### src/rtl/dds_sweep_ctrl_pkg.sv
// Shared types, widths and register encodings for the DDS sweep controller.
package dds_sweep_ctrl_pkg;

    localparam int unsigned F_W        = 24;
    localparam int unsigned STEP_W     = 16;
    localparam int unsigned DWELL_W    = 16;
    localparam int unsigned CFG_SEL_W  = 3;
    localparam int unsigned CFG_DATA_W = 16;
    localparam int unsigned CTRL_W     = 2;
    localparam int unsigned F_LO_W     = 16;
    localparam int unsigned F_HI_W     = F_W - F_LO_W;
    localparam int unsigned EXT_W      = F_W + 1;

    // cfg_sel encodings; 7 is unmapped
    localparam logic [CFG_SEL_W-1:0] CFG_START_HI = 3'd0;
    localparam logic [CFG_SEL_W-1:0] CFG_START_LO = 3'd1;
    localparam logic [CFG_SEL_W-1:0] CFG_STOP_HI  = 3'd2;
    localparam logic [CFG_SEL_W-1:0] CFG_STOP_LO  = 3'd3;
    localparam logic [CFG_SEL_W-1:0] CFG_STEP     = 3'd4;
    localparam logic [CFG_SEL_W-1:0] CFG_DWELL    = 3'd5;
    localparam logic [CFG_SEL_W-1:0] CFG_CTRL     = 3'd6;

    // ctrl register bit positions
    localparam int unsigned CTRL_TRI  = 0;
    localparam int unsigned CTRL_CONT = 1;

    typedef enum logic [2:0] {
        ST_IDLE,
        ST_LOAD,
        ST_DWELL,
        ST_STEP,
        ST_FINISH
    } state_t;

    // Reload value for a down-counter that must run max(len,1) cycles
    function automatic logic [DWELL_W-1:0] dwell_reload(input logic [DWELL_W-1:0] len);
        return (len == '0) ? '0 : len - DWELL_W'(1);
    endfunction

endpackage

### src/rtl/dds_sweep_ctrl_if.sv
// Configuration, control and frequency-output bundle of the sweep controller.
interface dds_sweep_ctrl_if;
    import dds_sweep_ctrl_pkg::*;

    logic                  cfg_we;
    logic [CFG_SEL_W-1:0]  cfg_sel;
    logic [CFG_DATA_W-1:0] cfg_data;
    logic                  start;
    logic                  abort;
    logic [F_W-1:0]        fc_out;
    logic                  fc_valid;
    logic                  busy;
    logic                  done;
    logic                  err;

    modport master (
        output cfg_we, cfg_sel, cfg_data, start, abort,
        input  fc_out, fc_valid, busy, done, err
    );

    modport slave (
        input  cfg_we, cfg_sel, cfg_data, start, abort,
        output fc_out, fc_valid, busy, done, err
    );

endinterface

### src/rtl/dds_sweep_ctrl_dwell_timer.sv
// Dwell counter: after a load, expire pulses on the max(len,1)-th cycle.
module dwell_timer
    import dds_sweep_ctrl_pkg::*;
(
    input  logic               CLK_50M,
    input  logic               rst_n,
    input  logic               load,
    input  logic [DWELL_W-1:0] len,
    output logic               expire
);

    logic [DWELL_W-1:0] cnt_q;
    logic               run_q;

    // Down-count from the reload value; expire marks the last counted cycle
    always_ff @(posedge CLK_50M) begin
        if (!rst_n) begin
            cnt_q  <= '0;
            run_q  <= 1'b0;
            expire <= 1'b0;
        end else if (load) begin
            cnt_q  <= dwell_reload(len);
            run_q  <= 1'b1;
            expire <= (dwell_reload(len) == '0);
        end else if (run_q) begin
            if (cnt_q == '0) begin
                run_q  <= 1'b0;
                expire <= 1'b0;
            end else begin
                cnt_q  <= cnt_q - DWELL_W'(1);
                expire <= (cnt_q == DWELL_W'(1));
            end
        end else begin
            expire <= 1'b0;
        end
    end

endmodule

### src/rtl/dds_sweep_ctrl.sv
// Frequency sweep sequencer driving a DDS carrier word (up, clamp, triangle, continuous).
module dds_sweep_ctrl
    import dds_sweep_ctrl_pkg::*;
(
    input  logic             CLK_50M,
    input  logic             rst_n,
    dds_sweep_ctrl_if.slave  bus
);

    state_t             state_q, state_d;
    logic [F_W-1:0]     fc_q, fc_d;
    logic               dir_down_q, dir_down_d;
    logic               fc_valid_q, fc_valid_d;
    logic               done_q, done_d;
    logic               err_q, err_d;
    logic               busy_q, busy_d;

    logic [F_W-1:0]     start_f_q;
    logic [F_W-1:0]     stop_f_q;
    logic [STEP_W-1:0]  step_q;
    logic [DWELL_W-1:0] dwell_q;
    logic [CTRL_W-1:0]  ctrl_q;

    logic               load_c;
    logic               expire;
    logic [EXT_W-1:0]   up_sum_c;
    logic signed [EXT_W-1:0] dn_diff_c;
    logic               unused_cfg_bits;

    assign unused_cfg_bits = ^bus.cfg_data[CFG_DATA_W-1:F_HI_W];

    // Configuration registers, writable only while idle
    always_ff @(posedge CLK_50M) begin
        if (!rst_n) begin
            start_f_q <= '0;
            stop_f_q  <= '0;
            step_q    <= '0;
            dwell_q   <= DWELL_W'(1);
            ctrl_q    <= '0;
        end else if (bus.cfg_we && !busy_q) begin
            case (bus.cfg_sel)
                CFG_START_HI: start_f_q[F_W-1 -: F_HI_W] <= bus.cfg_data[F_HI_W-1:0];
                CFG_START_LO: start_f_q[F_LO_W-1:0]      <= bus.cfg_data;
                CFG_STOP_HI:  stop_f_q[F_W-1 -: F_HI_W]  <= bus.cfg_data[F_HI_W-1:0];
                CFG_STOP_LO:  stop_f_q[F_LO_W-1:0]       <= bus.cfg_data;
                CFG_STEP:     step_q                     <= bus.cfg_data;
                CFG_DWELL:    dwell_q                    <= bus.cfg_data;
                CFG_CTRL:     ctrl_q                     <= bus.cfg_data[CTRL_W-1:0];
                default:      ;
            endcase
        end
    end

    // State and registered outputs
    always_ff @(posedge CLK_50M) begin
        if (!rst_n) begin
            state_q    <= ST_IDLE;
            fc_q       <= '0;
            dir_down_q <= 1'b0;
            fc_valid_q <= 1'b0;
            done_q     <= 1'b0;
            err_q      <= 1'b0;
            busy_q     <= 1'b0;
        end else begin
            state_q    <= state_d;
            fc_q       <= fc_d;
            dir_down_q <= dir_down_d;
            fc_valid_q <= fc_valid_d;
            done_q     <= done_d;
            err_q      <= err_d;
            busy_q     <= busy_d;
        end
    end

    // Next-state, next-frequency and pulse generation; abort overrides everything
    always_comb begin
        state_d    = state_q;
        fc_d       = fc_q;
        dir_down_d = dir_down_q;
        fc_valid_d = 1'b0;
        done_d     = 1'b0;
        err_d      = 1'b0;
        load_c     = 1'b0;
        up_sum_c   = EXT_W'(fc_q) + EXT_W'(step_q);
        dn_diff_c  = $signed(EXT_W'(fc_q)) - $signed(EXT_W'(step_q));

        case (state_q)
            ST_IDLE: begin
                if (bus.start) begin
                    if ((step_q != '0) && (start_f_q < stop_f_q)) begin
                        state_d = ST_LOAD;
                    end else begin
                        err_d = 1'b1;
                    end
                end
            end
            ST_LOAD: begin
                fc_d       = start_f_q;
                fc_valid_d = 1'b1;
                dir_down_d = 1'b0;
                state_d    = ST_DWELL;
            end
            ST_DWELL: begin
                if (expire) begin
                    state_d = ST_STEP;
                end
            end
            ST_STEP: begin
                if (!dir_down_q && (fc_q != stop_f_q)) begin
                    fc_d       = (up_sum_c > EXT_W'(stop_f_q)) ? stop_f_q : up_sum_c[F_W-1:0];
                    fc_valid_d = 1'b1;
                    state_d    = ST_DWELL;
                end else if (!dir_down_q && !ctrl_q[CTRL_TRI]) begin
                    state_d = ST_FINISH;
                end else begin
                    // Down leg, including the turn-around cycle at stop_f
                    dir_down_d = 1'b1;
                    if (fc_q == start_f_q) begin
                        state_d = ST_FINISH;
                    end else begin
                        fc_d       = (dn_diff_c < $signed(EXT_W'(start_f_q))) ?
                                     start_f_q : dn_diff_c[F_W-1:0];
                        fc_valid_d = 1'b1;
                        state_d    = ST_DWELL;
                    end
                end
            end
            ST_FINISH: begin
                done_d  = 1'b1;
                state_d = ctrl_q[CTRL_CONT] ? ST_LOAD : ST_IDLE;
            end
            default: begin
                state_d = ST_IDLE;
            end
        endcase

        if (bus.abort) begin
            state_d    = ST_IDLE;
            fc_d       = fc_q;
            dir_down_d = dir_down_q;
            fc_valid_d = 1'b0;
            done_d     = 1'b0;
            err_d      = 1'b0;
        end

        load_c = (state_d == ST_DWELL) && (state_q != ST_DWELL);
        busy_d = (state_d != ST_IDLE);
    end

    // Dwell timing, restarted on every entry into DWELL
    dwell_timer u_dwell_timer (
        .CLK_50M (CLK_50M),
        .rst_n   (rst_n),
        .load    (load_c),
        .len     (dwell_q),
        .expire  (expire)
    );

    assign bus.fc_out   = fc_q;
    assign bus.fc_valid = fc_valid_q;
    assign bus.busy     = busy_q;
    assign bus.done     = done_q;
    assign bus.err      = err_q;

endmodule

### src/flat_wrapper.sv
// flat-port wrapper written by rule: the top's interface ports become plain ports
module dds_sweep_ctrl_flat import dds_sweep_ctrl_pkg::*;
  (CLK_50M, rst_n, bus_cfg_we, bus_cfg_sel, bus_cfg_data, bus_start, bus_abort, bus_fc_out, bus_fc_valid, bus_busy, bus_done, bus_err);
  dds_sweep_ctrl_if bus_i ();
  input  logic CLK_50M;
  input  logic rst_n;
  input wire logic [$bits(bus_i.cfg_we)-1:0] bus_cfg_we;
  input wire logic [$bits(bus_i.cfg_sel)-1:0] bus_cfg_sel;
  input wire logic [$bits(bus_i.cfg_data)-1:0] bus_cfg_data;
  input wire logic [$bits(bus_i.start)-1:0] bus_start;
  input wire logic [$bits(bus_i.abort)-1:0] bus_abort;
  output wire logic [$bits(bus_i.fc_out)-1:0] bus_fc_out;
  output wire logic [$bits(bus_i.fc_valid)-1:0] bus_fc_valid;
  output wire logic [$bits(bus_i.busy)-1:0] bus_busy;
  output wire logic [$bits(bus_i.done)-1:0] bus_done;
  output wire logic [$bits(bus_i.err)-1:0] bus_err;
  assign bus_i.cfg_we = bus_cfg_we;
  assign bus_i.cfg_sel = bus_cfg_sel;
  assign bus_i.cfg_data = bus_cfg_data;
  assign bus_i.start = bus_start;
  assign bus_i.abort = bus_abort;
  assign bus_fc_out = bus_i.fc_out;
  assign bus_fc_valid = bus_i.fc_valid;
  assign bus_busy = bus_i.busy;
  assign bus_done = bus_i.done;
  assign bus_err = bus_i.err;
  dds_sweep_ctrl u_core (.CLK_50M(CLK_50M), .rst_n(rst_n), .bus(bus_i));
endmodule
### config.mk
export PLATFORM = sky130hd
export DESIGN_NAME = dds_sweep_ctrl_flat
export DESIGN_NICKNAME = d
export VERILOG_FILES = /design/src/rtl/dds_sweep_ctrl_pkg.sv /design/src/rtl/dds_sweep_ctrl_if.sv /design/src/rtl/dds_sweep_ctrl_dwell_timer.sv /design/src/rtl/dds_sweep_ctrl.sv /design/src/flat_wrapper.sv
export SDC_FILE = /design/constraint.sdc
export NUM_CORES = 1
export LEC_CHECK = 0
export BUFFER_PORTS_ARGS = -buffer_cell sky130_fd_sc_hd__buf_2
export CELL_PAD_IN_SITES_DETAIL_PLACEMENT = 0
export CELL_PAD_IN_SITES_GLOBAL_PLACEMENT = 1
export CORE_UTILIZATION = 48
export CTS_CLUSTER_SIZE = 8
export DETAILED_ROUTE_END_ITERATION = 10
export GPL_TIMING_DRIVEN = 0
export PLACE_DENSITY_LB_ADDON = 0.1
export SLEW_MARGIN = 20
export SYNTH_ARGS = -nofsm -noshare
export SYNTH_HDL_FRONTEND = slang
export SYNTH_SLANG_ARGS = --single-unit
### constraint.sdc
create_clock -name CLK_50M -period 6.19 [get_ports CLK_50M]
set_input_delay 0 -clock CLK_50M [delete_from_list [all_inputs] [get_ports CLK_50M]]
set_output_delay 0 -clock CLK_50M [all_outputs]
set_load 0.03 [all_outputs]
# After elaboration in Yosys (flattened, before gate mapping)
# Cells that the tools add are included.
# totals
inputBits	24
elab_cells	111
ff_bits	132
out_inout_bits	28
# op_classes
order_cmp	3
n_reduce_logical	29
n_eq_ne	20
n_mux	34
bitwise_logic	4
addsub	4
# op_table
cell	count
$mux W24	5
$mux W16	4
$logic_not A16 Y1	3
$pmux W24 S2	1
$sub A16 B1 Y16 const B	2
$add A24 B16 Y25	1
$gt A25 B24 Y1	1
$lt A25 B25 Y1	1
$sub A24 B16 Y25	1
$eq A24 B24 Y1	1
$lt A24 B24 Y1	1
$ne A24 B24 Y1	1
$mux W3	7
$eq A16 B1 Y1 const B	1
$reduce_and A2 Y1	8
$reduce_bool A16 Y1	1
$eq A3 B2 Y1 const B	5
$pmux W3 S5	1
$mux W1	14
$eq A3 B3 Y1 const B	4
$ne A3 B2 Y1 const B	3
$reduce_and A4 Y1	2
$eq A3 B1 Y1 const B	2
$logic_not A3 Y1	2
10 further kinds	22

# Depth between registers and ports, before layout
# logic_depth
depth_word	10
depth_mapped	23

# By module
# Synthesis repeated with hierarchy kept, for this count alone.
# hier_totals
cells_unflattened	1319
hier_area_um2	10782.8
# modules_own_cells
module	cells_each	area_per_inst_um2	n_inst
dds_sweep_ctrl	1144	9365.2	1
dwell_timer	175	1417.6	1

# Worst setup path before layout
# No wires, ideal clock.
# synth_path
path_type	reg2reg
start	register u_core.fc_q[0] (netlist: u_core.bus.fc_out[0])
end	register u_core.fc_q[20] (netlist: u_core.bus.fc_out[20])
slack_ns	1.061
stages_incl_launch_ff	19
arrival_ns	5.012
t_required_ns	6.073
synth_period_minus_slack_ns	5.129
path_cell_list	dfxtp_1 ha_1 inv_1 fa_1 o21bai_1 a2111oi_4 nor3_1 nor3_1 a21oi_1 o21ai_0 and2_1 or2_2 ha_1 nand4_1 or4_1 nor4_1 o32ai_4 or4b_1 a32o_1
# synth_between
elab_chain_len	7
elab_cells_between_ends	16
classes_between	add/sub: 2; order compare: 2; eq/ne: 4; mux: 6; reduce/logical: 2
# synth_lines
element	line_no	rtl
start, declared	dds_sweep_ctrl.sv:11	logic [F_W-1:0] fc_q, fc_d;
start signal, assigned	dds_sweep_ctrl.sv:58	fc_q <= '0;
start signal, assigned	dds_sweep_ctrl.sv:66	fc_q <= fc_d;
$sub A24 B16 Y25	dds_sweep_ctrl.sv:85	dn_diff_c = $signed(EXT_W'(fc_q)) - $signed(EXT_W'(step_q));
$lt A25 B25 Y1	dds_sweep_ctrl.sv:121	fc_d = (dn_diff_c < $signed(EXT_W'(start_f_q))) ?
$mux W24	dds_sweep_ctrl.sv:121	
$mux W24	dds_sweep_ctrl.sv:118	if (fc_q == start_f_q) begin
$mux W24	dds_sweep_ctrl.sv:113	end else if (!dir_down_q && !ctrl_q[CTRL_TRI]) begin
$mux W24	dds_sweep_ctrl.sv:109	if (!dir_down_q && (fc_q != stop_f_q)) begin
$pmux W24 S2	dds_sweep_ctrl.sv:87	case (state_q)
# Several ways; a longest one is shown, not always the timed one. The select of a mux whose other input is x is not followed.
# A chain may end at the register's enable or synchronous reset.

# Worst setup path in the final report
# layout_path
start	register u_core.step_q[3]
end	register u_core.fc_q[7] (netlist: u_core.bus.fc_out[7])
# layout_between
elab_chain_len	7
elab_cells_between_ends	10
classes_between	add/sub: 2; order compare: 2; mux: 6
# layout_lines
element	line_no	rtl
start, declared	dds_sweep_ctrl.sv:20	logic [STEP_W-1:0] step_q;
start signal, assigned	dds_sweep_ctrl.sv:46	CFG_STEP: step_q <= bus.cfg_data;
$sub A24 B16 Y25	dds_sweep_ctrl.sv:85	
$lt A25 B25 Y1	dds_sweep_ctrl.sv:121	
$mux W24	dds_sweep_ctrl.sv:121	
$mux W24	dds_sweep_ctrl.sv:118	
$mux W24	dds_sweep_ctrl.sv:113	
$mux W24 *	dds_sweep_ctrl.sv:109	
$pmux W24 S2 *	dds_sweep_ctrl.sv:87	
# Every way passes the cells marked *; elsewhere a longest branch is shown, timed or not. The select of a mux whose other input is x is not followed.

==> run metrics <==
pwr/cell area=215 nW/um2; placed instance area=11,400 um2; first-pass GRT wire length=57,200 um; Initial Utilization=0.491; post-synth top area share=0.245; Die Wd=152 um; CP endpoint kind=register; DRT iter0 DRCs=927; Worst Path Buf+Inv=3; layout cell share with drive strength beyond 1=0.0891; DR WL/cell=21.5 um; top cells by count, synth=nand2_1, dfxtp_1, ha_1, inv_1, nor2_1; CTS clk-pin slew, worst paths=70 ps; top cells by area, synth=dfxtp_1, ha_1, xnor2_1, nand2_1, mux2i_1; final hold violation count=0; DIE AREA=23,100 um2; number of iterations in the first detailed-routing pass=8; Antenna Cells=0; initial antenna violation count=0; YS warnings=0; post-synth cell types=82; Placer Congestion=0.985; post-CTS setup buffers=0; largest area contributor in the netlist=dfxtp_1; peak supply drop=208 uV; Critical Path Start Type=register; fin nets=1,577; vias=10,400; FILL cells=2,153; slowest CP cell=or4_1; HPWL after DPL=29,600 um; WHS Path Cells=5; final setup fails=0; CORE AREA=22,000 um2; gr usage total=0.326; syn_nets=1,489; io pins=52; CTS tree=done; Leak=5.18 nW; Mapped Cells=1,358; port buffer count=49; hold_sp=bus_cfg_we; HP Class=input pin to register; Worst Reg-to-Reg Cells=21; worst-skew pair later-pin latency=440 ps; Final ANT Viol Nets=0; slew margin rel.=0.337; Async SR Flop Fraction=0; register bit count reported by yosys=132; RR Startpoint=u_core.step_q[3]; failing checks=DRC; sequential area share after synthesis=0.245; aggregate global routing overflow=0; H-tree depth=4; final design area excluding fillers=12,300 um2; die height=152 um; highest clock rate=169 MHz; CP peak stage delay=640 ps; vias per inst=5.96; vias in the first global route=9,846; Slew @ Worst Pin=992 ps; crit-path max FO=10; critical path class=register to register; num rows=54; WP data required=6520 ps; top-count cell post-synth=nand2_1; Hold Crit Endpoint=u_core.ctrl_q[1]; Critical Path AT=6240 ps; Reg-to-Reg End=u_core.bus.fc_out[7]; Root Driver=clkbuf_16; clock sinks=132; crit-path leading delay family=simple AND/OR/NAND/NOR gates; WL final=37,400 um; post-layout util=0.558; number of enable flip-flop cells after synthesis=0; syn_area_per_cell=7.95 um2; ys flop type=dfxtp_1; TritonCTS Buffers=17; period utilization=0.955; fin. max-slew vios=0; Area Overhead vs Synth=13.6%; min Tclk post-route=5910 ps; Max clock buf depth=2; Cell Area, Synth=10,800 um2; r2r setup slk=280 ps; DRC Markers=7; Max-Cap Viols=0; Cell Chain, Critical Path=inv_1 -> ha_1 -> clkbuf_1 -> nor2_1 -> a2111oi_4 -> nor3_1 -> nor3_2 -> a21oi_1 -> o21ai_0 -> nor2_1 -> or2_2 -> ha_1 -> nand4_1 -> or4_1 -> a21oi_1 -> nor2_1 -> o32ai_4 -> buf_2 -> mux2i_1 -> a21oi_1 -> a21o_1; RSZ-0062 raised after global routing=no; Post-Route Skew=22.5 ps; largest net degree at the start of global routing=17; status=finished, violations left
flip-flops by register name, indices dropped and copies added, names as in the netlist:
signal / cells
u_core.bus.fc_out: 24
u_core.start_f_q: 24
u_core.stop_f_q: 24
u_core.dwell_q: 16
u_core.step_q: 16
u_core.u_dwell_timer.cnt_q: 16
u_core.state_q: 3
u_core.ctrl_q: 2
u_core.bus.busy: 1
u_core.bus.done: 1
u_core.bus.err: 1
u_core.bus.fc_valid: 1
u_core.dir_down_q: 1
u_core.u_dwell_timer.expire: 1
u_core.u_dwell_timer.run_q: 1
per-stage QoR:
stage	total power, mW	setup TNS [ps]	std cells	hold slack [ps]	setup WS [ps]
after floorplan	1.32	0	1358	139	1060
after global placement	1.51	-3910	1687	294	-289
after detailed placement	1.51	-3860	1687	301	-333
after CTS	2.63	0	1739	172	34.8
after global routing	2.73	0	1739	213	3.80
final	2.64	0	1739	185	281
layout make-up:
| type | count | area (um2) | share of cell area |
|---|---|---|---|
| well taps | 280 | 350 | 0.0286 |
| clock inverters | 15 | 200 | 0.0163 |
| repair buffers | 69 | 445 | 0.0363 |
| flip-flops and latches | 132 | 2640 | 0.216 |
| multi-input cells | 1055 | 7510 | 0.612 |
| clock buffers | 17 | 425 | 0.0347 |
| plain buffers | 73 | 318 | 0.0259 |
| inverters | 98 | 368 | 0.0300 |
worst reg2reg max path: cells and delay by family, from the launching register on:
kind	cells	cell delay (ps)
simple gates	8	1930
compound gates	7	1900
buf+inv	3	790
fa+ha+maj	2	560
flops	1	400
mux	1	230
repair_timing:
action / 4_1_cts / 5_1_grt
endpoints found under the hold margin: 78 / 0
pin swaps: 0 / 0
gates resized for setup: 2 / 9
setup endpoints to repair: 24 / 23
hold buffers: 20 / 0
cell usage in the layout (no fill, tap or decap), drive strengths merged, types with 5 or more instances in the layout:
cell type	Yosys	routed
and2	5	5
nand2	160	160
a31oi	7	7
dfxtp	132	132
a21boi	49	49
xnor2	77	77
or3	6	6
o21ai	63	63
mux2	6	6
nor3b	7	7
o21bai	8	8
o211a	9	9
clkbuf	57	74
ha	105	105
nor3	28	28
a21oi	69	69
o221ai	13	13
a2111oi	7	7
a21o	21	21
nor2	79	79
and3	9	9
nand3	26	26
buf	16	65
o211ai	18	18
inv	98	103
nor4	16	16
nor2b	49	49
o41ai	5	5
nand3b	8	8
nand4	29	29
mux2i	48	48
o21a	12	12
nand2b	10	10
a211oi	15	15
xor2	27	27
or4	5	5
dlygate4sd3	0	20
clkinv	0	5
routing by layer:
metal / GRT usage / up-vias / routed length (um)
li1: - / 5004 / -
met1: 0.447 / 4937 / 17300
met2: 0.520 / 356 / 16600
met3: 0.0422 / 61 / 2490
met4: 0.125 / 0 / 1100
met5: 0 / - / 0
how the worst max path moves through the flow:
stage	cells after the start	from	to
global placement	18	u_core.step_q[3]	u_core.bus.fc_out[13]
floorplan	18	u_core.bus.fc_out[0]	u_core.bus.fc_out[20]
global route	19	u_core.bus.fc_out[0]	u_core.bus.fc_out[13]
CTS	19	u_core.bus.fc_out[0]	u_core.bus.fc_out[13]
detailed placement	18	u_core.step_q[3]	u_core.bus.fc_out[13]
finish	21	u_core.step_q[3]	u_core.bus.fc_out[7]
power breakdown:
group	internal (mW)	switching [mW]
clock	0.678	0.434
sequential	0.866	0.0274
combinational	0.245	0.387
kinds of logic (layout without fill, tap and decap cells):
| kind of cell | Yosys count | after routing | synth area share |
|---|---|---|---|
| buf+inv | 171 | 272 | 0.0634 |
| compound gates | 336 | 336 | 0.220 |
| flops | 132 | 132 | 0.245 |
| simple gates | 454 | 454 | 0.211 |
| fa+ha+maj | 107 | 107 | 0.125 |
| xor+xnor | 104 | 104 | 0.0844 |
| mux | 54 | 54 | 0.0508 |
No activity file was read; power rests on OpenSTA's default activity.
